### config.mk
export PLATFORM = sky130hd
export DESIGN_NAME = seq_muldiv_unit
export DESIGN_NICKNAME = d
export VERILOG_FILES = /design/src/rtl/seq_muldiv_unit_pkg.sv /design/src/rtl/seq_muldiv_unit_twos_negate.sv /design/src/rtl/seq_muldiv_unit.sv
export SDC_FILE = /design/constraint.sdc
export NUM_CORES = 1
export LEC_CHECK = 0
export BUFFER_PORTS_ARGS = -buffer_cell sky130_fd_sc_hd__buf_2
export CORE_UTILIZATION = 28
export CTS_CLUSTER_DIAMETER = 120
export CTS_CLUSTER_SIZE = 30
export DETAILED_ROUTE_END_ITERATION = 6
export GPL_TIMING_DRIVEN = 0
export SYNTH_ARGS = -nofsm -noshare
export SYNTH_HDL_FRONTEND = slang
export SYNTH_HIERARCHICAL = 1
export SYNTH_SLANG_ARGS = --single-unit
export TNS_END_PERCENT = 10
### constraint.sdc
create_clock -name clk -period 5.35 [get_ports clk]
set_input_delay 0.8025 -clock clk [delete_from_list [all_inputs] [get_ports clk]]
set_output_delay 0.8025 -clock clk [all_outputs]
set_load 0.01 [all_outputs]
### src/rtl/seq_muldiv_unit_pkg.sv
// Shared definitions for the sequential multiply/divide unit: op encodings
// as decoded from IR by the control unit, and the FSM state codes.
package seq_muldiv_unit_pkg;

    typedef enum logic [1:0] {
        OP_MULU = 2'b00,
        OP_MUL  = 2'b01,
        OP_DIVU = 2'b10,
        OP_DIV  = 2'b11
    } muldiv_op_e;

    typedef enum logic [1:0] {
        ST_IDLE = 2'b00,
        ST_RUN  = 2'b01,
        ST_FIX  = 2'b10,
        ST_DONE = 2'b11
    } muldiv_state_e;

    function automatic logic op_is_div(input muldiv_op_e op_val);
        return op_val[1];
    endfunction

    function automatic logic op_is_signed(input muldiv_op_e op_val);
        return op_val[0];
    endfunction

endpackage

### src/rtl/seq_muldiv_unit_twos_negate.sv
// Conditional two's-complement negation: o_out = i_en ? -i_in : i_in.
module twos_negate #(
    parameter int W = 32
) (
    input  logic [W-1:0] i_in,
    input  logic         i_en,
    output logic [W-1:0] o_out
);

    assign o_out = i_en ? (~i_in + W'(1)) : i_in;

endmodule

### src/rtl/seq_muldiv_unit.sv
// Multi-cycle signed/unsigned multiply (shift-add) and divide (restoring)
// on operand magnitudes, with a final sign-correction stage.
module seq_muldiv_unit
    import seq_muldiv_unit_pkg::*;
#(
    parameter int WIDTH = 32,
    parameter int CNT_W = $clog2(WIDTH) + 1
) (
    input  logic             clk,
    input  logic             clr,
    input  logic             start,
    input  logic [1:0]       op,
    input  logic [WIDTH-1:0] a,
    input  logic [WIDTH-1:0] b,
    output logic             busy,
    output logic             done,
    output logic [WIDTH-1:0] hi,
    output logic [WIDTH-1:0] lo,
    output logic             div_by_zero
);

    muldiv_state_e        r_state;
    muldiv_state_e        w_state_next;
    muldiv_op_e           r_op;
    logic [CNT_W-1:0]     r_cnt;
    logic [WIDTH-1:0]     r_mcand;
    logic [2*WIDTH-1:0]   r_acc;
    logic                 r_sign_lo;
    logic                 r_sign_hi;
    logic                 r_dz;
    logic [WIDTH-1:0]     r_hi;
    logic [WIDTH-1:0]     r_lo;
    logic                 r_div_by_zero;

    logic [WIDTH-1:0]     w_abs_a;
    logic [WIDTH-1:0]     w_abs_b;
    logic                 w_accept_dz;
    logic [WIDTH:0]       w_mul_sum;
    logic [2*WIDTH-1:0]   w_mul_next;
    logic [WIDTH:0]       w_div_part;
    logic                 w_div_ge;
    logic [WIDTH-1:0]     w_div_diff;
    logic [2*WIDTH-1:0]   w_div_next;
    logic [2*WIDTH-1:0]   w_fix_prod;
    logic [WIDTH-1:0]     w_fix_quo;
    logic [WIDTH-1:0]     w_fix_rem;

    twos_negate #(.W(WIDTH)) u_abs_a (
        .i_in (a),
        .i_en (op[0] & a[WIDTH-1]),
        .o_out(w_abs_a)
    );

    twos_negate #(.W(WIDTH)) u_abs_b (
        .i_in (b),
        .i_en (op[0] & b[WIDTH-1]),
        .o_out(w_abs_b)
    );

    twos_negate #(.W(2*WIDTH)) u_fix_prod (
        .i_in (r_acc),
        .i_en (r_sign_lo),
        .o_out(w_fix_prod)
    );

    twos_negate #(.W(WIDTH)) u_fix_quo (
        .i_in (r_acc[WIDTH-1:0]),
        .i_en (r_sign_lo),
        .o_out(w_fix_quo)
    );

    twos_negate #(.W(WIDTH)) u_fix_rem (
        .i_in (r_acc[2*WIDTH-1:WIDTH]),
        .i_en (r_sign_hi),
        .o_out(w_fix_rem)
    );

    assign w_accept_dz = op[1] && (b == '0);

    // Multiply: r_acc = {partial product, remaining multiplier bits}.
    assign w_mul_sum  = {1'b0, r_acc[2*WIDTH-1:WIDTH]} + (r_acc[0] ? {1'b0, r_mcand} : '0);
    assign w_mul_next = {w_mul_sum, r_acc[WIDTH-1:1]};

    // Divide: r_acc = {partial remainder, dividend bits shifting into quotient}.
    assign w_div_part = {r_acc[2*WIDTH-1:WIDTH], r_acc[WIDTH-1]};
    assign w_div_ge   = (w_div_part >= {1'b0, r_mcand});
    assign w_div_diff = w_div_part[WIDTH-1:0] - r_mcand;
    assign w_div_next = {(w_div_ge ? w_div_diff : w_div_part[WIDTH-1:0]),
                         r_acc[WIDTH-2:0], w_div_ge};

    always_ff @(posedge clk) begin
        if (clr) begin
            r_state <= ST_IDLE;
        end else begin
            r_state <= w_state_next;
        end
    end

    always_comb begin
        w_state_next = r_state;
        case (r_state)
            ST_IDLE: begin
                if (start) begin
                    w_state_next = w_accept_dz ? ST_FIX : ST_RUN;
                end
            end
            ST_RUN:  if (r_cnt == CNT_W'(1)) w_state_next = ST_FIX;
            ST_FIX:  if (r_cnt == '0) w_state_next = ST_DONE;
            default: w_state_next = ST_IDLE;
        endcase
    end

    always_ff @(posedge clk) begin
        if (clr) begin
            r_op          <= OP_MULU;
            r_cnt         <= '0;
            r_mcand       <= '0;
            r_acc         <= '0;
            r_sign_lo     <= 1'b0;
            r_sign_hi     <= 1'b0;
            r_dz          <= 1'b0;
            r_hi          <= '0;
            r_lo          <= '0;
            r_div_by_zero <= 1'b0;
        end else begin
            case (r_state)
                ST_IDLE: begin
                    if (start) begin
                        r_op          <= muldiv_op_e'(op);
                        r_hi          <= '0;
                        r_lo          <= '0;
                        r_div_by_zero <= 1'b0;
                        if (w_accept_dz) begin
                            // Divide by zero spends two cycles in FIX, giving a fixed short latency.
                            r_acc     <= {a, {WIDTH{1'b1}}};
                            r_mcand   <= '0;
                            r_sign_lo <= 1'b0;
                            r_sign_hi <= 1'b0;
                            r_dz      <= 1'b1;
                            r_cnt     <= CNT_W'(1);
                        end else begin
                            r_acc     <= {{WIDTH{1'b0}}, (op[1] ? w_abs_a : w_abs_b)};
                            r_mcand   <= op[1] ? w_abs_b : w_abs_a;
                            r_sign_lo <= op[0] & (a[WIDTH-1] ^ b[WIDTH-1]);
                            r_sign_hi <= op[0] & (op[1] ? a[WIDTH-1] : (a[WIDTH-1] ^ b[WIDTH-1]));
                            r_dz      <= 1'b0;
                            r_cnt     <= CNT_W'(WIDTH);
                        end
                    end
                end
                ST_RUN: begin
                    r_cnt <= r_cnt - CNT_W'(1);
                    r_acc <= op_is_div(r_op) ? w_div_next : w_mul_next;
                end
                ST_FIX: begin
                    if (r_cnt != '0) begin
                        r_cnt <= r_cnt - CNT_W'(1);
                    end else begin
                        r_div_by_zero <= r_dz;
                        if (op_is_div(r_op)) begin
                            r_hi <= w_fix_rem;
                            r_lo <= w_fix_quo;
                        end else begin
                            r_hi <= w_fix_prod[2*WIDTH-1:WIDTH];
                            r_lo <= w_fix_prod[WIDTH-1:0];
                        end
                    end
                end
                default: ;
            endcase
        end
    end

    assign busy        = (r_state == ST_RUN) || (r_state == ST_FIX);
    assign done        = (r_state == ST_DONE);
    assign hi          = r_hi;
    assign lo          = r_lo;
    assign div_by_zero = r_div_by_zero;

endmodule

==> metrics, run 1 <==
final net count 2533; Worst-Margin Slew 1320 ps; die area 64200 um^2; status finished, final reports clean; Seq/Total Area, Yosys 0.196; DR DRC count 0; HP Class reg -> reg; Filler Cells Inserted 6661; Rel. slew slack 0.110; type of origin of the critical path flip-flop; maxcap violations 0; Mapped Nets 2380; maximum vdd ir drop 303 uV; Antenna Violating Nets Remaining 0; Layout Area Growth over Synthesis 12.9%; Port-buffer cells 134; Finished Layout Cells 3236; final WL 72300 um; Core Area 62100 um^2; Post-synth ARST share 0; crit path time final 4400 ps; Hold Buf Count CTS 0; CP arrival 4790 ps; Mapped Area 17700 um^2; Vias/cell 5.67; initial antenna violation count 4; synth unique cells 92; largest net degree at the start of global routing 17; clock skew 20.2 ps; pre-CTS worst setup slack 1090 ps; Seq cells post-synth 173; Setup Buffers After CTS 0; max-slew violation count 0; row cnt 91; Die Ht 253 um; TritonRoute pass-1 iters 6; # resized after CTS 0; CTS sink count 173; clock buffers created by TritonCTS 17; Primary FF master, synth dfxtp_1; maximum clock rate 227 MHz; slowest CP cell dfxtp_1; Final Cell Area 20000 um^2; Clock Latency Late Sink 500 ps; final worst-path cycle share 0.822; worst path cell trace ha_1, buf_2, a21oi_2, o21a_1, o22ai_1, a221oi_2, a31oi_2, nor2_1, buf_2, o21ai_0, o21a_1; crit path kind reg -> reg; grt total ovfl 0; final RePlAce weighted congestion 0.936; placed cell area 19400 um^2; Post-synth EDFFs 0; setup ws final 953 ps; Synth Area per Inst 7.92 um^2; H-tree depth 4; setup violators final 0; CTS Buffer Depth 2; routed len/inst 22.4 um; gr usage total 0.222; Setup Total Neg Slack 0 ps; largest fanout on the critical path 14; worst endpoint required time 5740 ps; I/O pins 136; cell count after placement 3204; endpoints failing hold 0; Initial Util 0.285; leakage 0.00737 uW; TritonCTS clock tree done; CP peak stage delay 860 ps; CTS clk-pin slew, worst paths 80 ps; Final HPWL DP 56800 um; Crit. End Element flip-flop; tightest hold margin 451 ps; vias in the first global route 16495; RSZ-0062 raised after global routing no; YS warnings 6; Via Count 18360; die extent in x 253 um; pwr dens 604 nW/um^2; cell count after synthesis 2233; clock root buffer clkbuf_16; global-route wire length before repair 107000 um; share of cells above drive strength 1 0.144; drt first-iter violations 2068
[worst max-delay path: cells and delay by family, from the launching register on]
family | cells | cell delay, ps
adders and majority gates | 1 | 360
AOI/OAI and AO/OA | 7 | 1610
and+or+nand+nor | 1 | 830
DFF | 1 | 860
buffers and inverters | 2 | 620
[cell type report]
type,count,area (um^2),share of cell area
Multi-Input combinational cell,1858,13400,0.672
Sequential cell,173,3460,0.173
Tap cell,837,1050,0.0525
Timing Repair Buffer,134,671,0.0336
Buffer,143,589,0.0295
Clock buffer,18,429,0.0215
Inverter,59,221,0.0111
Clock inverter,13,130,0.00652
Antenna cell,1,2.50,0.000125
[cell families (layout without fill, tap and decap cells)]
group	after synthesis	count (layout)	synth area share
simple gates	722	722	0.223
compound gates	648	648	0.258
other cells	0	1	0
fa+ha+maj	78	78	0.0560
buf+inv	202	367	0.0459
flops	173	173	0.196
xor+xnor	235	235	0.116
mux	175	175	0.104
[synth_stat cells (21+ instances only)]
cell type,count,area (um^2)
xnor2_1,214,1870
nor2_1,207,777
a21oi_1,173,866
dfxtp_1,173,3460
nand2_1,151,567
clkbuf_1,103,387
o21ai_0,102,510
mux2i_1,99,991
ha_1,76,951
nor3_1,76,380
mux2_2,69,777
o31ai_1,59,443
inv_1,58,218
nand3_1,52,260
a22oi_1,51,383
a221oi_1,42,368
and2_1,39,244
a21o_1,36,270
o41ai_1,28,245
a211oi_1,24,180
nand4_1,24,150
buf_1,23,86.3
xor2_1,21,184
[power by group]
part	internal, uW	switching (uW)	total, uW
logic	3140	5050	8190
registers	1570	997	2570
clock network	650	635	1290
[worst paths after layout]
| check | start | endpoint | slack, ps | cells after the start |
|---|---|---|---|---|
| max | r_acc[43] | r_acc[49] | 950 | 11 |
| min | lo[18] | lo[18] | 450 | 2 |
| max reg2reg | r_acc[43] | r_acc[49] | 950 | 11 |
| min reg2reg | lo[18] | lo[18] | 450 | 2 |
[per-stage QoR]
step	power (uW)	utilization
floorplan	8080	-
global placement	10500	0.313
detailed placement	10500	0.313
CTS	11800	0.322
global route	12800	0.322
finish	12000	0.322
[sequential cells by signal, summed over array words and instances, names as in the netlist]
register,flops
r_sign_hi,1
lo,32
r_cnt,6
r_state,2
r_op,1
div_by_zero,1
r_acc,64
r_mcand,32
hi,32
r_dz,1
r_sign_lo,1
[cell usage in the layout (no fill, tap or decap), types with 76 or more instances in the layout]
cell type / instances
mux2i_1: 99
dfxtp_1: 173
a21oi_1: 173
o21ai_0: 102
nand2_1: 151
xnor2_1: 214
nor2_1: 207
buf_2: 142
clkbuf_1: 104
ha_1: 76
nor3_1: 76
[metal layers]
metal / vias to the layer above / wire (um) / global-route usage
met5: - / 20 / 0
met4: 4 / 3120 / 0.101
met3: 155 / 7560 / 0.0548
met2: 900 / 28900 / 0.310
met1: 8691 / 32800 / 0.316
li1: 8610 / - / -
Note: power is estimated with default switching activity, not from simulation.
==> run 2: changes to the inputs <==
==> constraint.sdc (replaced) <==
create_clock -name clk -period 4.03 [get_ports clk]
set_input_delay 0.6045 -clock clk [delete_from_list [all_inputs] [get_ports clk]]
set_output_delay 0.6045 -clock clk [all_outputs]
set_load 0.01 [all_outputs]
==> metrics, run 2 (synthesized netlist as in run 1, its figures left out) <==
largest net degree at the start of global routing 17 (unchanged); clock skew 20.1 ps (-0.130 ps); global-route wire length before repair 107000 um (about the same); CP Buf/Inv Count 1 (-1); CP peak stage delay 530 ps (-330 ps); HP Class in -> reg; Port-buffer cells 134 (unchanged); Setup Buffers After CTS 0 (unchanged); final net count 2533 (unchanged); clock buffers created by TritonCTS 17 (unchanged); Worst-Margin Slew 1350 ps (+23.6 ps); CTS sink count 173 (unchanged); CP arrival 4270 ps (-520 ps); H-tree depth 4 (unchanged); drt first-iter violations 2049 (-0.92%); Top reg by flops r_acc; kind of cell adding the most delay to the critical path compound AO/OA/AOI/OAI gates; maximum clock rate 254 MHz (+12%); status finished, final reports clean; Die Ht 253 um (unchanged); initial antenna violation count 4 (unchanged); row cnt 91 (unchanged); Rel. slew slack 0.0940 (-0.0158); Antenna Violating Nets Remaining 0 (unchanged); worst endpoint required time 4370 ps (-1370 ps); worst path cell trace clkbuf_1, and2_1, ha_1, a2111oi_2, o21ai_1, a32o_1, a31oi_4, a21oi_1, a311oi_1, xnor2_1, o31ai_1, a31oi_1; crit path kind reg -> reg; maximum vdd ir drop 403 uV (+33%); routed len/inst 22.4 um (about the same); Clock Latency Late Sink 500 ps (about the same); grt total ovfl 0 (unchanged); slowest CP cell dfxtp_4; maxcap violations 0 (unchanged); max-slew violation count 0 (unchanged); die area 64200 um^2 (unchanged); clock root buffer clkbuf_16; TritonCTS clock tree done; leakage 0.00737 uW (about the same); final worst-path cycle share 0.975 (+0.153); Finished Layout Cells 3237 (+0.031%); pwr dens 802 nW/um^2 (+33%); setup violators final 0 (unchanged); crit path time final 3930 ps (-467 ps); Crit. End Element flip-flop; tightest hold margin 396 ps (-55.1 ps); Core Area 62100 um^2 (unchanged); max FFs per register 64 (unchanged); cell count after placement 3204 (unchanged); Via Count 18338 (-0.12%); CTS Buffer Depth 2 (unchanged); I/O pins 136 (unchanged); DR DRC count 0 (unchanged); share of cells above drive strength 1 0.150 (+0.00584); commonest non-fill, non-tap cell in the layout xnor2_1; Vias/cell 5.67 (-0.15%); commonest non-fill, non-tap cells in the layout xnor2_1 (214), nor2_1 (206), a21oi_1 (172); endpoints failing hold 0 (unchanged); Final HPWL DP 56800 um (unchanged); die extent in x 253 um (unchanged); Hold Buf Count CTS 0 (unchanged); final WL 72400 um (+0.11%); vias in the first global route 16483 (-0.073%); Initial Util 0.285 (unchanged); largest fanout on the critical path 16 (+2); type of origin of the critical path flip-flop; gr usage total 0.222 (about the same); Layout Area Growth over Synthesis 13.1%; final RePlAce weighted congestion 0.936 (unchanged); TritonRoute pass-1 iters 6 (unchanged); CTS clk-pin slew, worst paths 90 ps (about the same)
==> run 2: final timing paths <==
| kind | start | to | slack (ps) | cells after the start |
|---|---|---|---|---|
| worst max-delay path | r_acc[0] | r_acc[59] | 100 | 12 |
| worst min-delay path | clr | r_acc[58] | 400 | 3 |
| worst max register to register | r_acc[0] | r_acc[59] | 100 | 12 |
| worst min register to register | lo[18] | lo[18] | 450 | 2 |
==> run 2: metrics by stage <==
step	instance area [um^2]	worst slack, ps	utilization	power, uW	setup TNS (ps)
2_1_floorplan	17700	831	-	10700	0
3_3_place_gp	19400	-239	0.313	14000	-1520
3_5_place_dp	19400	-228	0.313	13900	-1510
4_1_cts	20000	30.7	0.322	15700	0
5_1_grt	20000	-6.83	0.322	17000	-6.83
6_report	20000	99.9	0.322	16000	0
==> run 2: layout make-up <==
class / instances / area (um^2)
timing repair buffer: 134 / 671
fill: 6664 / 42100
buffer: 143 / 591
sequential: 173 / 3480
clock buffer: 18 / 429
inverter: 59 / 221
tap: 837 / 1050
antenna: 2 / 5.00
clock inverter: 13 / 130
multi-input combinational: 1858 / 13400
==> run 2: what timing repair did <==
action	CTS	global route
gates resized for setup	2	15
gates cloned	0	0
endpoints found under the setup margin	14	25
==> run 2: worst reg2reg max path, delay by kind of cell (launching register included) <==
kind	cells	cell delay, ps
compound gates	8	2230
flops	1	530
buf+inv	1	410
fa+ha+maj	1	290
simple gates	1	200
xor+xnor	1	130
==> run 2: report_power, final <==
group          switching [uW]  internal, uW
combinational            6740          4180
clock                     841           863
sequential               1320          2100
total                    8900          7140
==> run 2: layer usage <==
layer | share of wire | GRT usage | up-vias
met3 | 0.11 | 0.0536 | 150
li1 | - | - | 8611
met5 | 0.00014 | 0 | -
met4 | 0.041 | 0.0997 | 2
met2 | 0.40 | 0.310 | 917
met1 | 0.45 | 0.317 | 8658
